--- src/rtl/seg7_display_driver_pkg.sv ---
// Shared definitions for the 7-segment display driver: converter FSM states,
// segment patterns (active-high, bit order {g,f,e,d,c,b,a}) and the nibble decoder.
package seg7_display_driver_pkg;

  typedef enum logic [1:0] {
    IDLE  = 2'd0,
    SHIFT = 2'd1,
    DONE  = 2'd2
  } conv_state_t;

  localparam logic [6:0] SEG_0    = 7'h3F;
  localparam logic [6:0] SEG_1    = 7'h06;
  localparam logic [6:0] SEG_2    = 7'h5B;
  localparam logic [6:0] SEG_3    = 7'h4F;
  localparam logic [6:0] SEG_4    = 7'h66;
  localparam logic [6:0] SEG_5    = 7'h6D;
  localparam logic [6:0] SEG_6    = 7'h7D;
  localparam logic [6:0] SEG_7    = 7'h07;
  localparam logic [6:0] SEG_8    = 7'h7F;
  localparam logic [6:0] SEG_9    = 7'h6F;
  localparam logic [6:0] SEG_DASH = 7'h40;

  // Non-decimal nibbles show a dash so a corrupted BCD value is visible on the board.
  function automatic logic [6:0] seg_decode(input logic [3:0] nib);
    logic [6:0] pat;
    case (nib)
      4'd0:    pat = SEG_0;
      4'd1:    pat = SEG_1;
      4'd2:    pat = SEG_2;
      4'd3:    pat = SEG_3;
      4'd4:    pat = SEG_4;
      4'd5:    pat = SEG_5;
      4'd6:    pat = SEG_6;
      4'd7:    pat = SEG_7;
      4'd8:    pat = SEG_8;
      4'd9:    pat = SEG_9;
      default: pat = SEG_DASH;
    endcase
    return pat;
  endfunction

endpackage

--- src/rtl/seg7_display_driver_bin8_to_bcd_seq.sv ---
// Sequential double-dabble converter: 8-bit binary to 3-digit BCD in 10 cycles.
// Interface: no handshake. A new conversion starts whenever bin differs from the
// last captured value while idle; changes during a conversion are not captured
// (the newest value is picked up on return to IDLE). busy is high while not IDLE;
// done pulses for one cycle in the cycle bcd first shows the new value.
module bin8_to_bcd_seq
  import seg7_display_driver_pkg::*;
(
  input  logic        clk,
  input  logic        rst,
  input  logic [7:0]  bin,
  output logic [11:0] bcd,
  output logic        busy,
  output logic        done
);

  conv_state_t state, state_nxt;
  logic [19:0] shift_reg;
  logic [19:0] adj;
  logic [2:0]  iter;
  logic [7:0]  last_val;

  // State register; reset aborts any conversion in flight.
  always_ff @(posedge clk or negedge rst) begin
    if (!rst) state <= IDLE;
    else      state <= state_nxt;
  end

  // Next-state logic: capture on change, eight shifts, one cycle to publish.
  always_comb begin
    state_nxt = state;
    case (state)
      IDLE:    if (bin != last_val) state_nxt = SHIFT;
      SHIFT:   if (iter == 3'd7)    state_nxt = DONE;
      DONE:    state_nxt = IDLE;
      default: state_nxt = IDLE;
    endcase
  end

  // Add-3 correction on every BCD nibble that would overflow past 9 after doubling.
  always_comb begin
    adj = shift_reg;
    if (adj[11:8]  >= 4'd5) adj[11:8]  = adj[11:8]  + 4'd3;
    if (adj[15:12] >= 4'd5) adj[15:12] = adj[15:12] + 4'd3;
    if (adj[19:16] >= 4'd5) adj[19:16] = adj[19:16] + 4'd3;
  end

  // Datapath: capture, shift, publish; done is registered off the DONE state.
  always_ff @(posedge clk or negedge rst) begin
    if (!rst) begin
      shift_reg <= '0;
      iter      <= '0;
      last_val  <= '0;
      bcd       <= '0;
      done      <= 1'b0;
    end else begin
      done <= (state == DONE);
      case (state)
        IDLE: begin
          if (bin != last_val) begin
            shift_reg <= {12'h000, bin};
            last_val  <= bin;
            iter      <= '0;
          end
        end
        SHIFT: begin
          shift_reg <= {adj[18:0], 1'b0};
          iter      <= iter + 3'd1;
        end
        DONE:    bcd <= shift_reg[19:8];
        default: ;
      endcase
    end
  end

  assign busy = (state != IDLE);

endmodule

--- src/rtl/seg7_display_driver.sv ---
// 3-digit multiplexed 7-segment driver for the 8-bit parallel output port.
// Holds the refresh prescaler, digit scan, segment decode, leading-zero blanking
// and the registered seg/an outputs; conversion is done by bin8_to_bcd_seq.
module seg7_display_driver
  import seg7_display_driver_pkg::*;
#(
  parameter int REFRESH_DIV    = 50000,
  parameter bit SEG_ACTIVE_LOW = 1'b1,
  parameter bit BLANK_LEADING  = 1'b1
) (
  input  logic        clk,
  input  logic        rst,
  input  logic [7:0]  data_in,
  output logic [6:0]  seg,
  output logic [2:0]  an,
  output logic [11:0] bcd,
  output logic        busy,
  output logic        conv_done
);

  localparam int         PW      = $clog2(REFRESH_DIV);
  localparam logic [6:0] SEG_OFF = SEG_ACTIVE_LOW ? 7'h7F : 7'h00;
  localparam logic [2:0] AN_OFF  = SEG_ACTIVE_LOW ? 3'b111 : 3'b000;

  logic [PW-1:0] prescaler;
  logic [1:0]    digit_sel;
  logic [3:0]    nib;
  logic          blank;
  logic [6:0]    seg_pat;
  logic [2:0]    an_pat;

  bin8_to_bcd_seq u_conv (
    .clk  (clk),
    .rst  (rst),
    .bin  (data_in),
    .bcd  (bcd),
    .busy (busy),
    .done (conv_done)
  );

  // Refresh prescaler and digit scan; an out-of-range digit_sel recovers to 0.
  always_ff @(posedge clk or negedge rst) begin
    if (!rst) begin
      prescaler <= '0;
      digit_sel <= 2'd0;
    end else begin
      if (prescaler == PW'(REFRESH_DIV - 1)) prescaler <= '0;
      else                                   prescaler <= prescaler + PW'(1);
      if (digit_sel == 2'd3) begin
        digit_sel <= 2'd0;
      end else if (prescaler == PW'(REFRESH_DIV - 1)) begin
        digit_sel <= (digit_sel == 2'd2) ? 2'd0 : digit_sel + 2'd1;
      end
    end
  end

  // Select the nibble for the current slot and decide whether it is a leading zero.
  always_comb begin
    nib    = bcd[3:0];
    blank  = 1'b0;
    an_pat = 3'b001;
    case (digit_sel)
      2'd1: begin
        nib    = bcd[7:4];
        blank  = BLANK_LEADING && (bcd[11:4] == 8'h00);
        an_pat = 3'b010;
      end
      2'd2: begin
        nib    = bcd[11:8];
        blank  = BLANK_LEADING && (bcd[11:8] == 4'h0);
        an_pat = 3'b100;
      end
      default: ;
    endcase
    seg_pat = blank ? 7'h00 : seg_decode(nib);
  end

  // Output registers; polarity is applied here so the outputs are glitch-free.
  always_ff @(posedge clk or negedge rst) begin
    if (!rst) begin
      seg <= SEG_OFF;
      an  <= AN_OFF;
    end else begin
      seg <= SEG_ACTIVE_LOW ? ~seg_pat : seg_pat;
      an  <= SEG_ACTIVE_LOW ? ~an_pat  : an_pat;
    end
  end

endmodule

--- config.mk ---
export PLATFORM = sky130hd
export DESIGN_NAME = seg7_display_driver
export DESIGN_NICKNAME = d
export VERILOG_FILES = /design/src/rtl/seg7_display_driver_pkg.sv /design/src/rtl/seg7_display_driver_bin8_to_bcd_seq.sv /design/src/rtl/seg7_display_driver.sv
export SDC_FILE = /design/constraint.sdc
export NUM_CORES = 1
export LEC_CHECK = 0
export CORE_MARGIN = 5
export CORE_UTILIZATION = 35
export CTS_BUF_LIST = sky130_fd_sc_hd__clkbuf_16
export DETAILED_ROUTE_END_ITERATION = 16
export PLACE_DENSITY_LB_ADDON = 0.12
export SLEW_MARGIN = 40
export SYNTH_ARGS = -nofsm -noshare
export SYNTH_HDL_FRONTEND = slang
export SYNTH_HIERARCHICAL = 1
export SYNTH_SLANG_ARGS = --single-unit
--- constraint.sdc ---
create_clock -name clk -period 2.95 [get_ports clk]
set_input_delay 0.59 -clock clk [delete_from_list [all_inputs] [get_ports clk]]
set_output_delay 0.59 -clock clk [all_outputs]
set_load 0.005 [all_outputs]
# Word-level counts from Yosys, hierarchy flattened
# Memories as Yosys holds them, arrays and structs flattened.
# Index checks and enable logic that the tools add are counted.
[op_classes]
n_mux = 18
mul = 0
shift = 0
n_eq_ne = 10
div_mod_pow = 0
add_sub_neg = 6
n_reduce_logical = 9
n_lt_le_gt_ge = 3
n_bitwise = 2
[ops]
columns = ["cell", "count"]
rows = [
  ["$pmux 20 s2", 1],
  ["$mux 20", 1],
  ["$add 16x1->16 const B", 1],
  ["$eq 16x16->1 const B", 1],
  ["$mux 16", 1],
  ["$ge 4x3->1 const B", 3],
  ["$pmux 3 s2", 2],
  ["$mux 2", 5],
  ["$add 4x2->4 const B", 2],
  ["$logic_not 8->1", 1],
  ["$mux 4", 2],
  ["$ne 8x8->1", 1],
  ["$pmux 4 s2", 1],
  ["$mux 7", 1],
  ["$not 7->7", 1],
  ["$eq 2x2->1 const B", 3],
  ["$mux 3", 2],
  ["$reduce_and 2->1", 3],
  ["$reduce_bool 2->1", 3],
  ["$eq 2x1->1 const B", 2],
  ["$logic_not 4->1", 1],
  ["$ne 2x1->1 const B", 2],
  ["$pmux 2 s2", 1],
  ["$add 3x1->3 const B", 1],
  ["6 further kinds", 6],
]
[word_totals]
mem_bits_ro = 112
input_bits = 10
ram_bits = 0
reg_bits = 74
latch_bits = 0
memories = 1
wordCells = 59
out_inout_bits = 24
[mem_list]
columns = ["memory", "words", "word_bits", "rd", "rd_clocked_by_memory_dff", "wr", "line", "rtl"]
rows = [
  ["(no name shown)", 16, 7, 1, 0, 0, "seg7_display_driver_pkg.sv:26", "case (nib)"],
]

# Longest topological paths before layout
# An unclocked memory read counts as a cell.
[logic_depth]
depth_word = 5
ltp_mapped = 10
mapped_depth_nobuf = 9

# Modules after synthesis
# Netlist, hierarchy kept.
[by_module_without_submodules]
columns = ["module", "instances", "cells_per_inst", "seq_area_each_um2", "area_each_um2"]
rows = [
  ["bin8_to_bcd_seq", 1, 184, 1151.1, 2129.5],
  ["seg7_display_driver", 1, 135, 713.2, 1468.9],
]

# Worst setup path before layout
# Ideal clock, no wire load.
[synth_timing]
path_type = "register to register"
start = "register digit_sel[0]"
end = "register seg[4]"
slack_ns = 0.902
setup_ns = 0.072
n_path_buf = 1
required_ns = 2.878
stages_incl_launch_ff = 11
synth_period_minus_slack_ns = 2.048
t_arrival_ns = 1.976
cell_sequence = "dfrtp_1 > inv_1 > ha_1 > clkbuf_1 > nor2_1 > a21oi_1 > inv_1 > ha_1 > a211oi_1 > a211oi_1 > o21ai_1"
[synth_via]
elab_chain_len = 5
elab_cells_between_ends = 7
cone_classes = "eq/ne (2); mux (3); bitwise (1); memory (1)"
[synth_rtl]
columns = ["item", "line", "rtl"]
rows = [
  ["start, declared", "seg7_display_driver.sv:26", "logic [1:0] digit_sel;"],
  ["start signal, assigned", "seg7_display_driver.sv:52", "digit_sel <= (digit_sel == 2'd2) ? 2'd0 : digit_sel + 2'd1;"],
  ["$eq 2x2->1 / $eq 2x1->1 (equally long branches)", "seg7_display_driver.sv:62", "case (digit_sel)"],
  ["$pmux 4 s2", "seg7_display_driver.sv:62", ""],
  ["$mem_v2 16x7", "--", ""],
  ["$mux 7 *", "seg7_display_driver.sv:75", "seg_pat = blank ? 7'h00 : seg_decode(nib);"],
  ["$not 7->7 *", "seg7_display_driver.sv:84", "seg <= SEG_ACTIVE_LOW ? ~seg_pat : seg_pat;"],
  ["end signal, assigned", "seg7_display_driver.sv:84", ""],
  ["end, declared", "seg7_display_driver.sv:14", "output logic [6:0] seg,"],
]
# Every way passes the cells marked *; elsewhere a longest branch is shown, timed or not.
# A chain may end at the register's enable or synchronous reset.

# Worst setup path in the final report
# Ends and elaborated chain as after synthesis.

==> out/results.txt <==
Buf+Inv Stages, Crit Path -> 2
Syn nets -> 348
Primary FF master, synth -> dfrtp_1
Initial DRC count -> 113
Mux share of post-synthesis cell area -> 6.78%
XOR/XNOR Fraction of Synth Area -> 6.08%
Post-synth top area share -> 44.5%
RSZ-0062 raised after global routing -> false
Placed Instances -> 479
Critical path data arrival time -> 2.61 ns
Mapped cell area -> 3600 um^2
DRT antenna net count -> 0
Most common cell after layout, fill and taps aside -> dfrtp_1
GRT Resource Usage Total -> 12.0%
Final #Nets -> 383
TritonCTS buffer count -> 9
Root buf cell -> clkbuf_16
Die footprint -> 12400 um^2
Yosys Warn Count -> 6
Distinct cells, synth -> 47
Top post-synthesis cells by area -> dfrtp_1 45%, dfstp_2 7.3%, ha_1 6.6%
Routed Wire Length -> 6880 um
Crit path kind -> reg2reg
FILL cells -> 985
Avg Inst Size Synth -> 11.3 um^2
P per Cell Area -> 954 nW/um^2
Layout cells sized above 1 -> 14.0%
Synth Area in Simple Gates -> 13.0%
Site Rows -> 37
Worst setup margin -> 0.591 ns
Final hold viol count -> 0
Largest net degree at the start of global routing -> 75
Setup TNS Final -> 0 ns
P&R area growth vs syn -> 21.4%
Reg clk slew, reported paths -> 0.06 ns
CTS-repair resized insts -> 0
Initial Utilization -> 35.3%
Crit-path leading delay family -> compound AO/OA/AOI/OAI gates
Hpwl dp -> 4740 um
Initial antenna violation count -> 0
Die Y -> 111 um
VDD IR max -> 0.000420 V
Clock Path Buffers -> 2
Compound-Gate Fraction of Synth Area -> 12.4%
Leak pwr -> 1.87 nW
CP Capture Type -> flip-flop
Via-to-Cell Ratio -> 4.87
Worst Path Max Fanout -> 13
Max Fclk -> 424 MHz
Clk Latency, worst-skew pair -> 0.33 ns
Slowest Stage Delay on Critical Path -> 0.52 ns
Worst hold path type -> in2async
Commonest cells after routing, fill and taps aside -> 64 x dfrtp_1, 32 x clkdlybuf4s50_1, 25 x nand2_1
Least-Margin Pin Slew -> 0.664 ns
Worst Skew -> 0.00867 ns
Post-place setup slack -> 0.353 ns
Cells after Synth -> 319
Largest register FFs -> 20
# setup viols final -> 0
Number of port buffers -> 33
Global-route wire length before repair -> 12200 um
H-tree depth reported by CTS -> 3
Seq cells post-synth -> 74
Max Slew Vio Count -> 0
Setup Fix Bufs, Post-CTS -> 0
Ports -> 34
Largest family of logic cells by synthesized area -> simple AND/OR/NAND/NOR gates
Core Box Area -> 10200 um^2
Hold-fix buffers at CTS -> 0
Crit start category -> flip-flop
Relative slew margins -> 55.8%
Critical path's slowest cell -> ha_1
Antenna cells -> 0
Placer Congestion -> 0.783
Ys async rst share -> 100%
DR WL/cell -> 13.9 um
Final worst-path cycle share -> 80.0%
Grt ovf -> 0
DRC -> 0
Vias in the first global route -> 2491
Post-synth top area cell -> dfrtp_1
Tmin final -> 2.36 ns
DRT Pass-1 Iters -> 4
CTS tree -> yes
Adder-Cell Fraction of Synth Area -> 6.61%
Power Total -> 4.17 mW
Chip Width -> 111 um
Clock net sink count -> 74
Final cell count without fillers -> 494
Hold_ws -> 0.277 ns
Critical Path RT -> 3.21 ns
Maxcap violations -> 0
Sequential share of the synthesized area -> 51.8%
Cell Chain, Critical Path -> inv_1, ha_1, nor2_1, a21oi_1, inv_1, ha_1, a211oi_1, a211oi_1, o21ai_1
Via count -> 2408
Status -> finished clean
EDFF count, synth -> 0
-- path summary, 6_finish.rpt --
check | start | to | slack (ns) | depth (start not counted)
max in group asynchronous | rst | u_conv/bcd[7] | 2.23 | 1
hold / removal | rst | prescaler[10] | 0.28 | 1
setup / recovery | digit_sel[0] | seg[4] | 0.59 | 9
hold reg to reg | prescaler[0] | prescaler[0] | 0.46 | 1
setup reg to reg | digit_sel[0] | seg[4] | 0.59 | 9
min in group clk | prescaler[0] | prescaler[0] | 0.46 | 1
-- per-layer routing --
layer / wire [um] / vias to the layer above / global-route usage [%] / share of wire (%)
li1: - / 1206 / - / -
met1: 3290 / 1146 / 15.7 / 48
met2: 3210 / 48 / 18.9 / 47
met3: 290 / 8 / 3.26 / 4.2
met4: 96 / 0 / 5.03 / 1.4
met5: 0 / - / 0 / 0
-- metrics by stage --
step	cell area, um^2	utilization [%]
floorplan	3600	-
global placement	4050	39.8
detailed placement	4060	39.8
CTS	4360	42.9
global route	4370	42.9
finish	4370	42.9
-- layout make-up --
type / instances / area, um^2 / area share, %
Timing Repair Buffer: 35 / 347 / 7.93
Sequential cell: 74 / 1860 / 42.7
Inverter: 16 / 60.1 / 1.37
Multi-Input combinational cell: 218 / 1620 / 37.1
Tap cell: 136 / 170 / 3.90
Clock buffer: 9 / 225 / 5.16
Clock inverter: 6 / 82.6 / 1.89
-- logic make-up after synthesis --
kind of cell	count (synthesis)
and+or+nand+nor	86
AOI/OAI and AO/OA	66
adders and majority gates	19
xor gates and xnor gates	25
DFF	74
buffers and inverters	27
muxes	22
-- Yosys cell counts (4+ instances only) --
| library cell | count |
|---|---|
| inv_1 | 16 |
| dfrtp_1 | 64 |
| mux2_2 | 17 |
| nor2_1 | 14 |
| xnor2_1 | 16 |
| o22ai_1 | 5 |
| nand4_1 | 4 |
| nor4b_1 | 4 |
| ha_1 | 19 |
| and3_1 | 4 |
| dfstp_2 | 10 |
| a21oi_1 | 9 |
| a221o_1 | 7 |
| nand2b_1 | 5 |
| o211ai_1 | 5 |
| nand3_1 | 4 |
| a22oi_1 | 4 |
| clkbuf_1 | 6 |
| nand2_1 | 25 |
| xor2_1 | 9 |
| o21ai_0 | 16 |
| and2_1 | 12 |
-- report_power, final --
part           total [mW]  switching (mW)  leakage (nW)  internal (mW)
Clock                1.13           0.406         0.143          0.729
Sequential           1.61           0.238         0.918           1.37
Combinational        1.43           0.675         0.806          0.752
(Power assumes the default switching activity.)
